## src/rtl/psum_seq_pkg.sv

```systemverilog
// psum_seq_pkg: op, cache-mode and FSM-state enums shared by the psum cache sequencer
package psum_seq_pkg;
  typedef enum logic [1:0] {OP_CLEAR = 2'b00, OP_ACCUM = 2'b01, OP_LOAD = 2'b10, OP_DRAIN = 2'b11} op_e;
  typedef enum logic [1:0] {MODE_HOLD = 2'b00, MODE_ACC = 2'b01, MODE_LOAD = 2'b10, MODE_OUT = 2'b11} mode_e;
  typedef enum logic [2:0] {S_IDLE, S_CLR, S_ACC, S_LD_ENTER, S_LD, S_DR_ENTER, S_DR, S_FIN} state_e;
endpackage

```

## src/rtl/psum_seq_beat_counter.sv

```systemverilog
// psum_seq_beat_counter: beat counter with clear, increment and terminal-count compare
//   clk, rst (async active-low); clr has priority over inc; tc = (cnt == last)
module psum_seq_beat_counter #(
  parameter int W = 16
) (
  input  logic         clk,
  input  logic         rst,
  input  logic         clr,
  input  logic         inc,
  input  logic [W-1:0] last,
  output logic [W-1:0] cnt,
  output logic         tc
);
  logic [W-1:0] cnt_q, cnt_d;
  always_comb cnt_d = clr ? '0 : inc ? cnt_q + W'(1) : cnt_q;
  always_ff @(posedge clk or negedge rst)
    if (!rst) cnt_q <= '0;
    else cnt_q <= cnt_d;
  assign cnt = cnt_q;
  assign tc = (cnt_q == last);
endmodule

```

## src/rtl/psum_cache_sequencer.sv

```systemverilog
// psum_cache_sequencer: command-driven sequencer for one partial-sum cache
//   cmd_*      : clear/accum/load/drain command port (valid/ready)
//   acc_in_*   : accumulate stream, ld_* : load stream, drain_ready : drain flow control
//   cache_*    : cache control and data outputs, cache_idx : cache index for checking
//   busy/done/done_op/idx_err : status
//   Optional PSUM_SEQ_BYPASS_EN: in IDLE, acc_in passes through the cache unaccumulated.
module psum_cache_sequencer
  import psum_seq_pkg::*;
#(
  parameter int BATCH_SIZE = 16,
  parameter int PSUM_WIDTH = 32,
  parameter int I_WIDTH    = 32,
  parameter int LEN_WIDTH  = 16
) (
  input  logic                          clk,
  input  logic                          rst,
  input  logic                          cmd_valid,
  output logic                          cmd_ready,
  input  logic [1:0]                    cmd_op,
  input  logic [LEN_WIDTH-1:0]          cmd_len,
  input  logic                          acc_in_valid,
  output logic                          acc_in_ready,
  input  logic [I_WIDTH-1:0]            acc_in,
  input  logic                          ld_valid,
  output logic                          ld_ready,
  input  logic [PSUM_WIDTH-1:0]         ld_data,
  input  logic                          drain_ready,
  output logic [1:0]                    cache_mode_select,
  output logic                          cache_psum_enable,
  output logic                          cache_psum_clear,
  output logic [PSUM_WIDTH-1:0]         cache_psum_load_in,
  output logic                          cache_in_valid,
  output logic [I_WIDTH-1:0]            cache_in,
  input  logic [$clog2(BATCH_SIZE)-1:0] cache_idx,
  output logic                          busy,
  output logic                          done,
  output logic [1:0]                    done_op,
  output logic                          idx_err
);
  localparam int IW = $clog2(BATCH_SIZE);
  localparam int CW = LEN_WIDTH > IW ? LEN_WIDTH : IW;
  state_e state_q, state_d;
  op_e op_q, op_d;
  logic [LEN_WIDTH-1:0] len_q, len_d;
  logic idx_err_q, idx_err_d;
  logic beat, clr_cnt, tc, counting;
  logic [CW-1:0] cnt, last;
  psum_seq_beat_counter #(.W(CW)) u_cnt (
    .clk(clk), .rst(rst), .clr(clr_cnt), .inc(beat), .last(last), .cnt(cnt), .tc(tc)
  );
  always_comb begin
    counting = (state_q == S_ACC) | (state_q == S_LD) | (state_q == S_DR);
    beat = (state_q == S_ACC & acc_in_valid) | (state_q == S_LD & ld_valid) | (state_q == S_DR & drain_ready);
    last = state_q == S_ACC ? CW'(len_q) - CW'(1) : CW'(BATCH_SIZE - 1);
    clr_cnt = !counting | (beat & tc);
    state_d = state_q;
    op_d = op_q;
    len_d = len_q;
    case (state_q)
      S_IDLE: if (cmd_valid) begin
        op_d = op_e'(cmd_op);
        len_d = cmd_len;
        state_d = op_e'(cmd_op) == OP_CLEAR ? S_CLR :
                  op_e'(cmd_op) == OP_ACCUM ? (cmd_len == '0 ? S_FIN : S_ACC) :
                  op_e'(cmd_op) == OP_LOAD  ? S_LD_ENTER : S_DR_ENTER;
      end
      S_CLR: state_d = S_FIN;
      S_ACC, S_LD, S_DR: if (beat & tc) state_d = S_FIN;
      S_LD_ENTER: state_d = S_LD;
      S_DR_ENTER: state_d = S_DR;
      default: state_d = S_IDLE;
    endcase
    // every load/drain beat must land on the cache entry matching the beat count
    idx_err_d = state_q == S_CLR ? 1'b0 :
                idx_err_q | ((state_q == S_LD | state_q == S_DR) & beat & (CW'(cache_idx) != cnt));
  end
  always_ff @(posedge clk or negedge rst)
    if (!rst) begin
      state_q <= S_IDLE;
      op_q <= OP_CLEAR;
      len_q <= '0;
      idx_err_q <= 1'b0;
    end else begin
      state_q <= state_d;
      op_q <= op_d;
      len_q <= len_d;
      idx_err_q <= idx_err_d;
    end
  always_comb begin
    cmd_ready = state_q == S_IDLE;
    busy = !cmd_ready;
    acc_in_ready = state_q == S_ACC;
    cache_in_valid = acc_in_ready & acc_in_valid;
    cache_in = acc_in_ready ? acc_in : '0;
    ld_ready = state_q == S_LD;
    cache_psum_load_in = (ld_ready & ld_valid) ? ld_data : '0;
    cache_psum_clear = state_q == S_CLR;
    cache_psum_enable = 1'b1;
    done = state_q == S_FIN;
    done_op = done ? op_q : OP_CLEAR;
    idx_err = idx_err_q;
    // stalled load/drain cycles drop to HOLD so the cache index does not advance
    cache_mode_select = state_q == S_ACC ? MODE_ACC :
                        (state_q == S_LD_ENTER | (ld_ready & ld_valid)) ? MODE_LOAD :
                        (state_q == S_DR_ENTER | (state_q == S_DR & drain_ready)) ? MODE_OUT : MODE_HOLD;
`ifdef PSUM_SEQ_BYPASS_EN
    if (state_q == S_IDLE) begin
      cache_psum_enable = 1'b0;
      acc_in_ready = 1'b1;
      cache_in_valid = acc_in_valid;
      cache_in = acc_in;
    end
`endif
  end
endmodule

```

## config.mk

```make
export PLATFORM = sky130hd
export DESIGN_NAME = psum_cache_sequencer
export DESIGN_NICKNAME = d
export VERILOG_FILES = /design/src/rtl/psum_seq_pkg.sv /design/src/rtl/psum_seq_beat_counter.sv /design/src/rtl/psum_cache_sequencer.sv
export SDC_FILE = /design/constraint.sdc
export NUM_CORES = 1
export LEC_CHECK = 0
export ABC_AREA = 1
export ABC_CLOCK_PERIOD_IN_PS = 6100
export BUFFER_PORTS_ARGS = -buffer_cell sky130_fd_sc_hd__buf_2
export CAP_MARGIN = 20
export CORE_ASPECT_RATIO = 0.8
export CORE_MARGIN = 1.5
export CORE_UTILIZATION = 25
export DETAILED_ROUTE_END_ITERATION = 7
export GPL_TIMING_DRIVEN = 0
export PLACE_DENSITY = 0.58
export RECOVER_POWER = 100
export SLEW_MARGIN = 40
export SYNTH_ARGS = -nofsm -noshare
export SYNTH_HDL_FRONTEND = slang
export SYNTH_SLANG_ARGS = --single-unit
```

## constraint.sdc

```tcl
create_clock -name clk -period 6.1 [get_ports clk]
set_input_delay 0.915 -clock clk [delete_from_list [all_inputs] [get_ports clk]]
set_output_delay 0.915 -clock clk [all_outputs]
set_load 0.01 [all_outputs]
```

==> summary.md <==
| Metric | Value |
|---|---|
| CP Launch Point | state_q[1] |
| Warning count from the yosys run | 0 |
| Int Power | ~750 uW |
| Run status | finished with violations |
| CTS clock-pin slew for the worst setup and hold paths | about 0.060 ns |
| Post-synth net total | roughly 640 |
| Critical path data required time | around 6.2 ns |
| Power Density | around 340 mW/mm^2 |
| Post-layout min period | about 3.1 ns |
| Combinational share of power | roughly 56% |
| Smallest hold slack | slightly below 0.5 ns |
| Hold violation total from the final report | 0 |
| Overall fraction of global-route tracks in use | 14.30% |
| Placed Cells | between 800 and 900 |
| Worst Setup Slack post-DPL | about 3.2 ns |
| Via count of the first global-routing pass | about 3,200 |
| Number of primary I/O pins | ~170 |
| Most common cell after layout, fill and taps aside | sky130_fd_sc_hd__inv_1 |
| Most frequent cell on the critical path | sky130_fd_sc_hd__nor2_1 |
| Final count of negative-setup-slack endpoints | 0 |
| Area Overhead vs Synth | 31.89% |
| Post-Layout Cell Count | roughly 890 |
| End of the critical path | u_cnt.cnt[15] |
| Number of clock buffers inserted by TritonCTS | 5 |
| Total of max-cap violations | 1 |
| Nets@finish | between 800 and 900 |
| Count of different cell masters after synthesis | 36 |
| Number of design rule violations left after detail routing | 0 |
| Port-buffer cells | approximately 170 |
| X dimension of the die | about 130 um |
| Worst path max stage delay | 0.57 ns |
| Global-route wire length before repair | 16,410 um |
| Chain of cells forming the critical path | clkbuf_1, nand3_1, nor2_1, nor2_1, a21oi_1, nand3_1, nor2_1, nand2_2, nand2_1, clkbuf_1, nor2_2 |
| Cts-stage hold buffer count | 0 |
| Worst slew margin relative to its limit | -36.35% |
| Worst Reg2Reg Path Length in Cells | 11 |
| Tightest Hold Check Type | reg -> reg |
| Type of element capturing the critical path | flop |
| Initial cell density of the core | between 20% and 30% |
| Number of enable-type register cells in the synthesized netlist | 0 |
| Largest clock skew in the final design | just over 0.005 ns |
| Vias after detailed routing | between 3,000 and 4,000 |
| Worst Slack Setup Final | approximately 3 ns |
| Remaining Overflow, GRT | 0 |
| Switching fraction of total power | 49.22% |
| Share of flip-flops with an asynchronous set or reset | 100.0% |
| Area occupied by registers | roughly 950 sq um |
| Die boundary height | roughly 110 um |
| Failing checks | max-capacitance violations, max-slew violations |
| Sum of routed wire length over all layers | 10,480 um |
| Die outline area | between 0.01 and 0.015 sq mm |
| Critical Path Fanout Max | 10 |
| Seq/Total Area, Yosys | between 20 and 30% |
| Library cell contributing the largest single delay on the critical path | sky130_fd_sc_hd__clkbuf_1 |
| Antenna viol nets, final | 0 |
| Sequential power share | around a quarter |
| Pins over their slew limit | 39 |
| Data arrival time of the critical path | around 3.3 ns |
| Maximum number of pins on one net before global-route repair | 39 |
| Final critical-path share of the clock period | between 50% and 60% |
| Antenna violations before repair | 0 |
| End of the worst register-to-register path | u_cnt.cnt[15] |
| Number of resized instances in the post-cts repair step | 0 |
| # Post-CTS Setup Buffers | 0 |
| Accumulated negative setup slack | 0 ns |
| Clock Tree Buf Depth | 2 |
| Area used by multi-input combinational logic | about 0.0018 sq mm |
| Clock latency at the later pin of the worst-skew pair | 0.28 ns |
| Initial DRC count | approximately 190 |
| Actual slew at the worst max-slew pin | around 2 ns |
| Depth of the CTS H-tree | 2 |
| Upper clock frequency limit | 321.4 MHz |
| Reported leakage power | between 0.002 and 0.0025 uW |
| Most used flip-flop cell after synthesis | sky130_fd_sc_hd__dfrtp_1 |
| Delay-heaviest family, CP | simple AND/OR/NAND/NOR gates |
| Clock tree from TritonCTS | built |
| Final weighted congestion of routability-driven global placement | between 0.8 and 0.9 |
| Per-cell routed wire length | between 10 and 15 um |
| Number of synthesized register bits | 38 |
| Antenna diodes | 0 |
| Number of gates on the worst path with buffers counted | 11 |
| Reg-to-reg slack, setup | about 3 ns |
| # fillers | about 1,500 |
| Number of clock sinks | 38 |
| Origin of the critical flop-to-flop path | state_q[1] |
| Synthesized instance count | 539 |
| RSZ-0062 raised after global routing | false |
| # rows | 37 |
| Core area | 0.01292 sq mm |
| Most frequent cells in the layout | sky130_fd_sc_hd__inv_1, sky130_fd_sc_hd__nor2_1, sky130_fd_sc_hd__nand2_1, sky130_fd_sc_hd__buf_2, sky130_fd_sc_hd__clkbuf_1 |
| Initial DRT Pass Iterations | 4 |
| Half-perimeter wire length after detailed placement | between 8000 and 9000 um |
| Kind of start point of the critical path | flop |
| Worst Path Class, Setup | reg -> reg |
| Number of vias per cell after detailed routing | 4.129 |
| Max rail drop VDD | roughly 0.15 mV |
| Share of total power in the clock network | approximately 18% |
| Net switching component of the power | 726.0 uW |
| CP bufs+invs | 2 |
| Share of post-route cells with drive strength above 1 | 18.63% |
| Average instance area after synthesis | a little over 6 sq um |
| Post-synth design cell area | between 0.003 and 0.004 sq mm |
| Root Buffer | sky130_fd_sc_hd__clkbuf_16 |
## cells by family (layout without fill, tap and decap cells)
kind of cell             after synthesis  in the layout  share of synthesized area, %
AND/OR/NAND/NOR                      311            311                         42.93
other                                  1              1                        0.1130
AO/OA/AOI/OAI                         33             33                         5.616
XOR/XNOR                              16             16                         4.222
adder cells (fa/ha/maj)                5              5                         1.885
flip-flops                            38             38                         28.65
buffers and inverters                135            310                         16.58
## power groups by stage
stage / registers (uW) / logic, uW / clock network [uW]
after floorplan: 381 / 606 / 0
after global placement: 394 / 888 / 0
after detailed placement: 395 / 889 / 0
after CTS: 392 / 892 / 266
after global routing: 404 / 931 / 281
final: 392 / 821 / 262
## through the flow
step	utilization, %	total power (uW)	area, sq um
after floorplan	-	987.2	3319
after CTS	35.03	1550	4524
final	33.90	1475	4378
after global placement	33.87	1282	4374
after detailed placement	33.89	1285	4377
after global routing	33.90	1617	4378
## worst min-delay path, cell delays in order (launching register included)
cell                      delay, ns
sky130_fd_sc_hd__dfrtp_1       0.35
sky130_fd_sc_hd__nand2_1       0.05
sky130_fd_sc_hd__o21ai_0       0.06
## worst min path at each step
| stage | startpoint | endpoint | slack, ns | depth (start not counted) |
|---|---|---|---|---|
| 5_1_grt | op_q[1] | op_q[1] | 0.53 | 2 |
| 3_5_place_dp | op_q[0] | op_q[0] | 0.48 | 2 |
| 6_report | op_q[1] | op_q[1] | 0.50 | 2 |
| 3_3_place_gp | idx_err | idx_err | 0.48 | 2 |
| 2_1_floorplan | op_q[0] | op_q[0] | 0.45 | 2 |
| 4_1_cts | op_q[0] | op_q[0] | 0.49 | 2 |
## layer usage
metal	GRT usage [%]	share of wire, %	vias up	wire (um)
met5	0	0	-	0
met4	3.095	0.80	0	84
met3	1.478	2.3	6	240
met2	20.90	43	56	4455
met1	22.32	54	1607	5697
li1	-	-	2002	-
## registers in the layout, summed over array words and instances, names as in the netlist
register and count:
len_q 16, u_cnt.cnt 16, idx_err 1, op_q 2, state_q 3
## cells in the mapped netlist (2+ instances only)
cell | instances | area (sq um)
sky130_fd_sc_hd__nand2_2 | 5 | 31.28
sky130_fd_sc_hd__a21oi_1 | 17 | 85.08
sky130_fd_sc_hd__nor2_4 | 4 | 45.04
sky130_fd_sc_hd__nand4_1 | 21 | 131.4
sky130_fd_sc_hd__ha_1 | 5 | 62.56
sky130_fd_sc_hd__o22ai_1 | 2 | 12.51
sky130_fd_sc_hd__clkbuf_1 | 9 | 33.78
sky130_fd_sc_hd__nand2_1 | 93 | 349.1
sky130_fd_sc_hd__buf_2 | 2 | 10.01
sky130_fd_sc_hd__buf_4 | 5 | 37.54
sky130_fd_sc_hd__o21ai_0 | 6 | 30.03
sky130_fd_sc_hd__inv_1 | 112 | 420.4
sky130_fd_sc_hd__dfrtp_1 | 38 | 950.9
sky130_fd_sc_hd__o21bai_1 | 4 | 30.03
sky130_fd_sc_hd__xor2_1 | 13 | 113.9
sky130_fd_sc_hd__nor2_1 | 109 | 409.1
sky130_fd_sc_hd__xnor2_1 | 3 | 26.28
sky130_fd_sc_hd__nand2_4 | 2 | 22.52
sky130_fd_sc_hd__a31oi_1 | 2 | 12.51
sky130_fd_sc_hd__inv_2 | 2 | 7.510
sky130_fd_sc_hd__nor3_1 | 9 | 45.04
sky130_fd_sc_hd__nor4_1 | 7 | 43.79
sky130_fd_sc_hd__nand3_1 | 41 | 205.2
sky130_fd_sc_hd__nor2_2 | 16 | 100.1
## final cells by class
type,instances,share of cell area (%)
plain buffers,19,2.115
clock buffers,7,3.258
clock inverters,1,0.1143
inverters,116,10.00
multi-input cells,366,40.78
flip-flops and latches,38,21.72
well taps,175,5.001
repair buffers,167,17.00
Power figures use the tool's default switching activity.
